==> config.mk <==
export PLATFORM = sky130hd
export DESIGN_NAME = cdb_arbiter
export DESIGN_NICKNAME = d
export VERILOG_FILES = /design/src/rtl/cpu_params.sv /design/src/rtl/cdb_rr_select.sv /design/src/rtl/cdb_arbiter.sv
export SDC_FILE = /design/constraint.sdc
export NUM_CORES = 1
export LEC_CHECK = 0
export ABC_CLOCK_PERIOD_IN_PS = 26200
export CAP_MARGIN = 20
export CORE_AREA = 2 2 167 169
export CTS_BUF_LIST = sky130_fd_sc_hd__clkbuf_16
export DETAILED_ROUTE_END_ITERATION = 10
export DIE_AREA = 0 0 169 171
export GPL_ROUTABILITY_DRIVEN = 0
export GPL_TIMING_DRIVEN = 0
export PLACE_DENSITY = 0.77
export SETUP_SLACK_MARGIN = 0.1
export SYNTH_ARGS = -nofsm -noshare
export SYNTH_HDL_FRONTEND = slang
export SYNTH_SLANG_ARGS = --single-unit
==> constraint.sdc <==
create_clock -name clk -period 26.2 [get_ports clk]
set_clock_uncertainty 0.2 [all_clocks]
set_input_delay 5.24 -clock clk [delete_from_list [all_inputs] [get_ports clk]]
set_output_delay 5.24 -clock clk [all_outputs]
set_load 0.01 [all_outputs]
==> src/rtl/cpu_params.sv <==
// Shared backend parameters and the CDB packet type.
// CDB_ARB_RVFI_EN adds rs1/rs2 debug values to every packet.
package cpu_params;

  localparam int unsigned CDB_WIDTH = 2;
  localparam int unsigned ROB_IDX   = 5;
  localparam int unsigned PRF_IDX   = 6;

  typedef struct packed {
    logic [ROB_IDX-1:0] rob_id;
    logic [PRF_IDX-1:0] rd_phy;
    logic [31:0]        rd_value;
`ifdef CDB_ARB_RVFI_EN
    logic [31:0]        rs1_dbg;
    logic [31:0]        rs2_dbg;
`endif
  } cdb_pkt_t;

endpackage

==> src/rtl/cdb_rr_select.sv <==
// Combinational round-robin picker: scans from i_rr_ptr and hands the k-th
// occupied slot to CDB port k.
module cdb_rr_select #(
  parameter int unsigned NUM_REQ   = 4,
  parameter int unsigned CDB_WIDTH = 2,
  localparam int unsigned PTR_W    = (NUM_REQ > 1) ? $clog2(NUM_REQ) : 1
) (
  input  logic [NUM_REQ-1:0]              i_occ,
  input  logic [PTR_W-1:0]                i_rr_ptr,
  output logic [CDB_WIDTH-1:0][PTR_W-1:0] o_port_idx,
  output logic [CDB_WIDTH-1:0]            o_port_vld,
  output logic [NUM_REQ-1:0]              o_grant,
  output logic [PTR_W-1:0]                o_next_ptr
);

  int unsigned      w_cnt;
  logic [PTR_W-1:0] w_idx;

  always_comb begin
    o_port_idx = '0;
    o_port_vld = '0;
    o_grant    = '0;
    o_next_ptr = i_rr_ptr;
    w_cnt      = 0;
    w_idx      = '0;
    for (int unsigned j = 0; j < NUM_REQ; j++) begin
      w_idx = PTR_W'((32'(i_rr_ptr) + j) % NUM_REQ);
      if (i_occ[w_idx] && (w_cnt < CDB_WIDTH)) begin
        o_grant[w_idx] = 1'b1;
        for (int unsigned k = 0; k < CDB_WIDTH; k++) begin
          if (w_cnt == k) begin
            o_port_vld[k] = 1'b1;
            o_port_idx[k] = w_idx;
          end
        end
        o_next_ptr = PTR_W'((32'(w_idx) + 1) % NUM_REQ);
        w_cnt      = w_cnt + 1;
      end
    end
  end

endmodule

==> src/rtl/cdb_arbiter.sv <==
// Per-unit result holding slots arbitrated round-robin onto registered CDB ports.
// CDB_ARB_RVFI_EN carries rs1/rs2 debug values alongside each result.
module cdb_arbiter #(
  parameter int unsigned NUM_REQ   = 4,
  parameter int unsigned CDB_WIDTH = cpu_params::CDB_WIDTH,
  parameter int unsigned ROB_IDX   = cpu_params::ROB_IDX,
  parameter int unsigned PRF_IDX   = cpu_params::PRF_IDX
) (
  input  logic                              clk,
  input  logic                              rst,
  input  logic                              flush,
  input  logic [NUM_REQ-1:0]                req_valid,
  output logic [NUM_REQ-1:0]                req_ready,
  input  logic [NUM_REQ-1:0][ROB_IDX-1:0]   req_rob_id,
  input  logic [NUM_REQ-1:0][PRF_IDX-1:0]   req_rd_phy,
  input  logic [NUM_REQ-1:0][31:0]          req_rd_value,
`ifdef CDB_ARB_RVFI_EN
  input  logic [NUM_REQ-1:0][31:0]          req_rs1_dbg,
  input  logic [NUM_REQ-1:0][31:0]          req_rs2_dbg,
  output logic [CDB_WIDTH-1:0][31:0]        cdb_rs1_dbg,
  output logic [CDB_WIDTH-1:0][31:0]        cdb_rs2_dbg,
`endif
  output logic [CDB_WIDTH-1:0]              cdb_valid,
  output logic [CDB_WIDTH-1:0][ROB_IDX-1:0] cdb_rob_id,
  output logic [CDB_WIDTH-1:0][PRF_IDX-1:0] cdb_rd_phy,
  output logic [CDB_WIDTH-1:0][31:0]        cdb_rd_value
);

  localparam int unsigned PTR_W = (NUM_REQ > 1) ? $clog2(NUM_REQ) : 1;

  logic [NUM_REQ-1:0]     r_occ;
  cpu_params::cdb_pkt_t   r_slot [NUM_REQ];
  cpu_params::cdb_pkt_t   r_cdb  [CDB_WIDTH];
  logic [CDB_WIDTH-1:0]   r_cdb_valid;
  logic [PTR_W-1:0]       r_rr_ptr;

  logic [CDB_WIDTH-1:0][PTR_W-1:0] w_port_idx;
  logic [CDB_WIDTH-1:0]            w_port_vld;
  logic [NUM_REQ-1:0]              w_grant;
  logic [PTR_W-1:0]                w_next_ptr;
  logic [NUM_REQ-1:0]              w_load;
  cpu_params::cdb_pkt_t            w_in_pkt [NUM_REQ];

  cdb_rr_select #(
    .NUM_REQ   (NUM_REQ),
    .CDB_WIDTH (CDB_WIDTH)
  ) u_select (
    .i_occ      (r_occ),
    .i_rr_ptr   (r_rr_ptr),
    .o_port_idx (w_port_idx),
    .o_port_vld (w_port_vld),
    .o_grant    (w_grant),
    .o_next_ptr (w_next_ptr)
  );

  // A granted slot frees up this cycle, so it can be refilled back-to-back.
  assign req_ready = ~r_occ | w_grant;
  assign w_load    = req_valid & req_ready;

  always_comb begin
    for (int unsigned i = 0; i < NUM_REQ; i++) begin
      w_in_pkt[i]          = '0;
      w_in_pkt[i].rob_id   = req_rob_id[i];
      w_in_pkt[i].rd_phy   = req_rd_phy[i];
      w_in_pkt[i].rd_value = req_rd_value[i];
`ifdef CDB_ARB_RVFI_EN
      w_in_pkt[i].rs1_dbg  = req_rs1_dbg[i];
      w_in_pkt[i].rs2_dbg  = req_rs2_dbg[i];
`endif
    end
  end

  always_ff @(posedge clk or posedge rst) begin
    if (rst) begin
      r_occ       <= '0;
      r_cdb_valid <= '0;
      r_rr_ptr    <= '0;
      for (int unsigned i = 0; i < NUM_REQ; i++) r_slot[i] <= '0;
      for (int unsigned k = 0; k < CDB_WIDTH; k++) r_cdb[k] <= '0;
    end else if (flush) begin
      r_occ       <= '0;
      r_cdb_valid <= '0;
    end else begin
      for (int unsigned i = 0; i < NUM_REQ; i++) begin
        if (w_load[i]) begin
          r_occ[i]  <= 1'b1;
          r_slot[i] <= w_in_pkt[i];
        end else if (w_grant[i]) begin
          r_occ[i]  <= 1'b0;
        end
      end
      for (int unsigned k = 0; k < CDB_WIDTH; k++) begin
        r_cdb_valid[k] <= w_port_vld[k];
        if (w_port_vld[k]) r_cdb[k] <= r_slot[w_port_idx[k]];
      end
      if (|w_grant) r_rr_ptr <= w_next_ptr;
    end
  end

  always_comb begin
    cdb_valid = r_cdb_valid;
    for (int unsigned k = 0; k < CDB_WIDTH; k++) begin
      cdb_rob_id[k]   = r_cdb[k].rob_id;
      cdb_rd_phy[k]   = r_cdb[k].rd_phy;
      cdb_rd_value[k] = r_cdb[k].rd_value;
`ifdef CDB_ARB_RVFI_EN
      cdb_rs1_dbg[k]  = r_cdb[k].rs1_dbg;
      cdb_rs2_dbg[k]  = r_cdb[k].rs2_dbg;
`endif
    end
  end

endmodule

* After elaboration in Yosys (flattened, before gate mapping) *
Cells that the tools add are included.

storage, ports and cells
  input bits = 179
  register bits = 266
  word-level logic and storage cells = 143

cells by class
  magnitude comparators = 13
  mux-type cells = 63
  eq/ne operators = 3
  reductions and logical operators = 23
  add/subtract/negate cells = 8
  bitwise gates (word level) = 9

operators by type and width
  cell                   number
  $bmux 43 s2            2
  $mux 43                4
  $logic_not 32->1       3
  $eq 32x1->1 const B    2
  $lt 32x2->1 const B    2
  $mux 32                2
  $add 32x1->32 const B  1
  $mux 4                 8
  $mux 2                 15
  $mux 1                 24
  $or 4x4->4             4
  $lt 2x3->1 const B     4
  $reduce_and 2->1       6
  $reduce_bool 3->1      4
  $add 2x1->2 const B    4
  $bmux 1 s2             4
  $demux 1 s2            4
  $ge 2x1->1 const B     4
  $logic_and 1x1->1      7
  $ge 3x3->1 const B     2
  $not 2->3              2
  $add 2x2->2 const B    2
  $and 4x4->4            1
  $not 4->4              1
  7 further kinds        7

* Logic depth before layout (Yosys ltp) *
  depth in word-level cells = 16
  gate-level depth with buffers = 19
  depth with buffers taken out = 14

* Hierarchy *
Synthesis repeated with hierarchy kept, for this count alone.

unflattened totals
  cells, all modules = 966
  area total of the unflattened synthesis = 12806.0 um2

modules (own cells, without submodules)
  module         area an instance (um2)  seq. area each (um2)  cells each  instances
  cdb_arbiter    12091.6                 6656.4                880         1
  cdb_rr_select  714.4                   0.0                   86          1

* Worst setup path before layout *
No wires, ideal clock.

  kind = register -> output
  start point = register r_rr_ptr[0]
  end point = output req_ready[0]
  buffers on the path = 3
  required time = 20760 ps
  slack = 17521 ps
  stages on the path, launching flop included = 15
  data arrival time = 3239 ps
  cells stage by stage = dfrtp_1 > buf_2 > inv_2 > ha_1 > buf_2 > mux2i_1 > mux2i_1 > inv_1 > ha_1 > nor2_1 > a21boi_1 > and2_1 > buf_6 > a221o_1 > or2_4

on the way
  word-level cells in the longest chain between the ends = 13
  elaborated cells on any way between the ends = 50

RTL lines
  item                          line                 RTL
  from (decl)                   cdb_arbiter.sv:35    logic [PTR_W-1:0] r_rr_ptr;
  from (signal assigned)        cdb_arbiter.sv:96    if (|w_grant) r_rr_ptr <= w_next_ptr;
  $bmux 1 s2                    cdb_rr_select.sv:28  if (i_occ[w_idx] && (w_cnt < CDB_WIDTH)) begin
  $mux 1 (implied by the code)  cdb_rr_select.sv:28
  $mux 1                        cdb_rr_select.sv:28
  $lt 1x2->1                    cdb_rr_select.sv:28
  $logic_and 1x1->1             cdb_rr_select.sv:28
  $mux 32                       cdb_rr_select.sv:28
  $lt 32x2->1                   cdb_rr_select.sv:28
  $logic_and 1x1->1             cdb_rr_select.sv:28
  $mux 32                       cdb_rr_select.sv:28
  $lt 32x2->1                   cdb_rr_select.sv:28
  $logic_and 1x1->1             cdb_rr_select.sv:28
  $mux 4 (*)                    cdb_rr_select.sv:28
  $or 4x4->4 (*)                cdb_arbiter.sv:57    assign req_ready = ~r_occ | w_grant;
  to (decl)                     cdb_arbiter.sv:13    output logic [NUM_REQ-1:0] req_ready,

Mark *: on every way between the ends. The rest lies on a longest branch, timed or not. The select of a mux whose other input is x is not followed.

* Final worst setup path *
  start point = register r_rr_ptr[0]
  end point = output req_ready[2]

Same word-level chain as after synthesis.

==> results.md <==
- Die area: 28900 sq um
- Ys flop type: dfrtp_1
- Pwr per Cell Area: ~140 nW/um^2
- Fmax: 96.06 MHz
- CP required: about 21 ns
- Worst path arrival time: approximately 5 ns
- FILL cells: 2097
- Cts bufs inserted: 30
- Share of cells above drive strength 1: 0.2197
- Final worst-path cycle share: 0.3973
- Number of synthesized flops with an enable pin: 0
- Mean post-synth cell area: 13.79 sq um
- # rows: 61
- Clock-pin slew on the worst setup and hold paths: roughly 0.060 ns
- Clk Latency, worst-skew pair: roughly 0.55 ns
- Reg area: between 6000 and 7000 sq um
- Synth area leader: dfrtp_1
- Pre-CTS setup slack: ~16 ns
- Delay-heaviest family, CP: buffers and inverters
- Slew of the pin with the lowest slew margin: 0.8807 ns
- Peak VDD IR: 0.00006901 V
- Number of synthesized register bits: 266
- Max Transition Viols Final: 0
- Crit path depth: 15
- Most common cell in the netlist: dfrtp_1
- Top routing layer in use: met5
- Iter 0 DRT Violations: 712
- Util after Layout: 0.6420
- Via density: approximately 5.7
- H-tree depth: 1
- Reg2Reg Depth: 16
- RSZ-0062 raised after global routing: no
- Via count: 9360
- Total GRT Usage: 0.2600
- Wire length on met2: approximately 18 mm
- Met3 wire len: approximately 1.8 mm
- Remaining DRCs: 0
- Multi-input gate area: around 6200 sq um
- Status: completed
- Tmin final: between 10 and 15 ns
- IO Pins: ~270
- Initial DRT Pass Iterations: 5
- CTS tree: built
- Metal-1 WL: between 15 and 20 mm
- Total of max-cap violations: 0
- Synth Warn #: 0
- Overflow after GRT: 0
- Setup TNS: 0 ns
- First-pass GRT wire length: between 50 and 60 mm
- Initial core utilization: 0.4890
- Sequential fraction of the synthesis area: 0.4982
- Initial antenna violation count: 5
- Hold Fails Final Rpt: 0
- Max-Slew Margin vs Limit: 0.3960
- Post-Route WL: between 30 and 40 mm
- Gate count after technology mapping: about 970
- WHS: ~0.29 ns
- P&R area growth vs syn: 31.29%
- Critical-path top delay cell: mux2i_1
- Fin cells: approximately 1600
- Clock tree buffer depth: 3
- IO Port Bufs: 270
- Chip height: 171 um
- Placed cell count: 1587
- Die X: 169 um
- Critical Path Max Stage Delay: around 0.7 ns
- Worst setup slack after layout: between 15 and 20 ns
- Top cells by area, synth: dfrtp_1 (50%), mux2_4 (18%), mux2i_1 (13%), o221ai_1 (5.6%), nand2_1 (2.6%)
- Final setup fails: 0
- HPWL after DPL: roughly 26 mm
- Mapped cell area: 13360 sq um
- Most frequent cells after synthesis: dfrtp_1 (266), mux2i_1 (178), mux2_4 (160)
- Vias in the first global route: 10037
- Hold crit path type: flip-flop to flip-flop
- Post-cts hold buffer count: 0
- CP Cell Sequence: buf_2, inv_2, ha_1, buf_2, mux2i_1, mux2i_1, inv_1, ha_1, nor2_1, a21boi_1, and2_1, buf_6, a221o_1, or2_4, clkdlybuf4s50_1
- Top cell type's share of synthesized area: 0.4982
- Largest net degree at the start of global routing: 116
- Post-route ant nets: 0
- Yosys cell types: between 40 and 50
- CTS Root Cell: clkbuf_16
- Clk sinks: between 200 and 300
- CP Class: flip-flop to output pin
- Nets@finish: 1465
- Synth async-reset ratio: 1.000
- Wire per inst: 22.97 um
- Core ar.: between 20000 and 30000 sq um
- Startpoint types: flip-flop
- CP Capture Type: output pin
- Leak: roughly 8.3 nW
- Post-Syn Nets: between 1000 and 1500
- Min-Delay Path Depth: 2
- CP bufs+invs: 6
- CP max FO: 10
- Postcts setup bufs: 0
- Post-CTS Resized: 0
==> per-stage QoR <==
stage	total power, mW	area [sq um]
CTS	2.549	17530
global route	2.679	17540
detailed placement	2.120	16560
global placement	2.083	16500
finish	2.541	17540
floorplan	1.656	13360
==> logic make-up after synthesis <==
| group | after synthesis | share of synthesized area |
|---|---|---|
| AOI/OAI and AO/OA | 122 | 0.07633 |
| xor gates and xnor gates | 1 | 0.0006557 |
| adders and majority gates | 13 | 0.01217 |
| buffers and inverters | 86 | 0.03830 |
| DFF | 266 | 0.4982 |
| muxes | 356 | 0.3309 |
| and+or+nand+nor | 125 | 0.04345 |
==> per-layer routing <==
metal | vias to the layer above | GRT usage
met4 | 2 | 0.09067
met5 | - | 0
met1 | 4789 | 0.3529
met3 | 67 | 0.03516
li1 | 4201 | -
met2 | 301 | 0.4319
==> layout make-up <==
cell class | instances | area share
clock buffer | 31 | 0.04423
antenna | 4 | 0.0005707
timing repair buffer | 272 | 0.1572
tap | 346 | 0.02468
buffer | 68 | 0.02532
sequential | 266 | 0.3795
multi-input combinational | 617 | 0.3530
inverter | 18 | 0.004280
clock inverter | 25 | 0.01120
==> power breakdown <==
group	switching [mW]	internal (mW)	total (mW)
combinational	0.694	0.689	1.38
sequential	0.142	0.600	0.742
clock	0.173	0.243	0.416
total	1.01	1.53	2.54
==> tightest hold or removal path: cells and delay by family, from the launching register on <==
kind	cells	cell delay, ns
flops	1	0.34
simple gates	1	0.06
compound gates	1	0.06
==> sequential cells by signal, summed over array words and instances, names as in the netlist <==
name	cells
r_slot	172
cdb_rd_value	64
cdb_rd_phy	12
cdb_rob_id	10
r_occ	4
cdb_valid	2
r_rr_ptr	2
==> path summary, 6_finish.rpt <==
check                                    from  slack [ns]       endpoint
worst min register to register  cdb_rd_phy[4]        0.29  cdb_rd_phy[4]
worst max-delay path              r_rr_ptr[0]       15.79   req_ready[2]
max in group asynchronous                 rst       19.97     r_slot[50]
worst max register to register    r_rr_ptr[0]       20.70  cdb_rd_phy[9]
min in group asynchronous                 rst        4.92     r_slot[63]
worst min-delay path            cdb_rd_phy[4]        0.29  cdb_rd_phy[4]
==> layout by cell type, fill, tap and decap left out, drive strengths merged, types with 6 or more instances in the layout <==
cell,synthesis,layout
a21oi,10,10
mux2i,178,178
mux2,175,175
o221ai,85,85
dfrtp,266,266
buf,46,48
clkbuf,22,53
nor2,12,12
inv,18,21
or2,6,6
nand2,92,92
clkinv,0,17
nor3b,6,6
ha,13,13
clkdlybuf4s50,0,270
No activity file was read; power rests on OpenSTA's default activity.
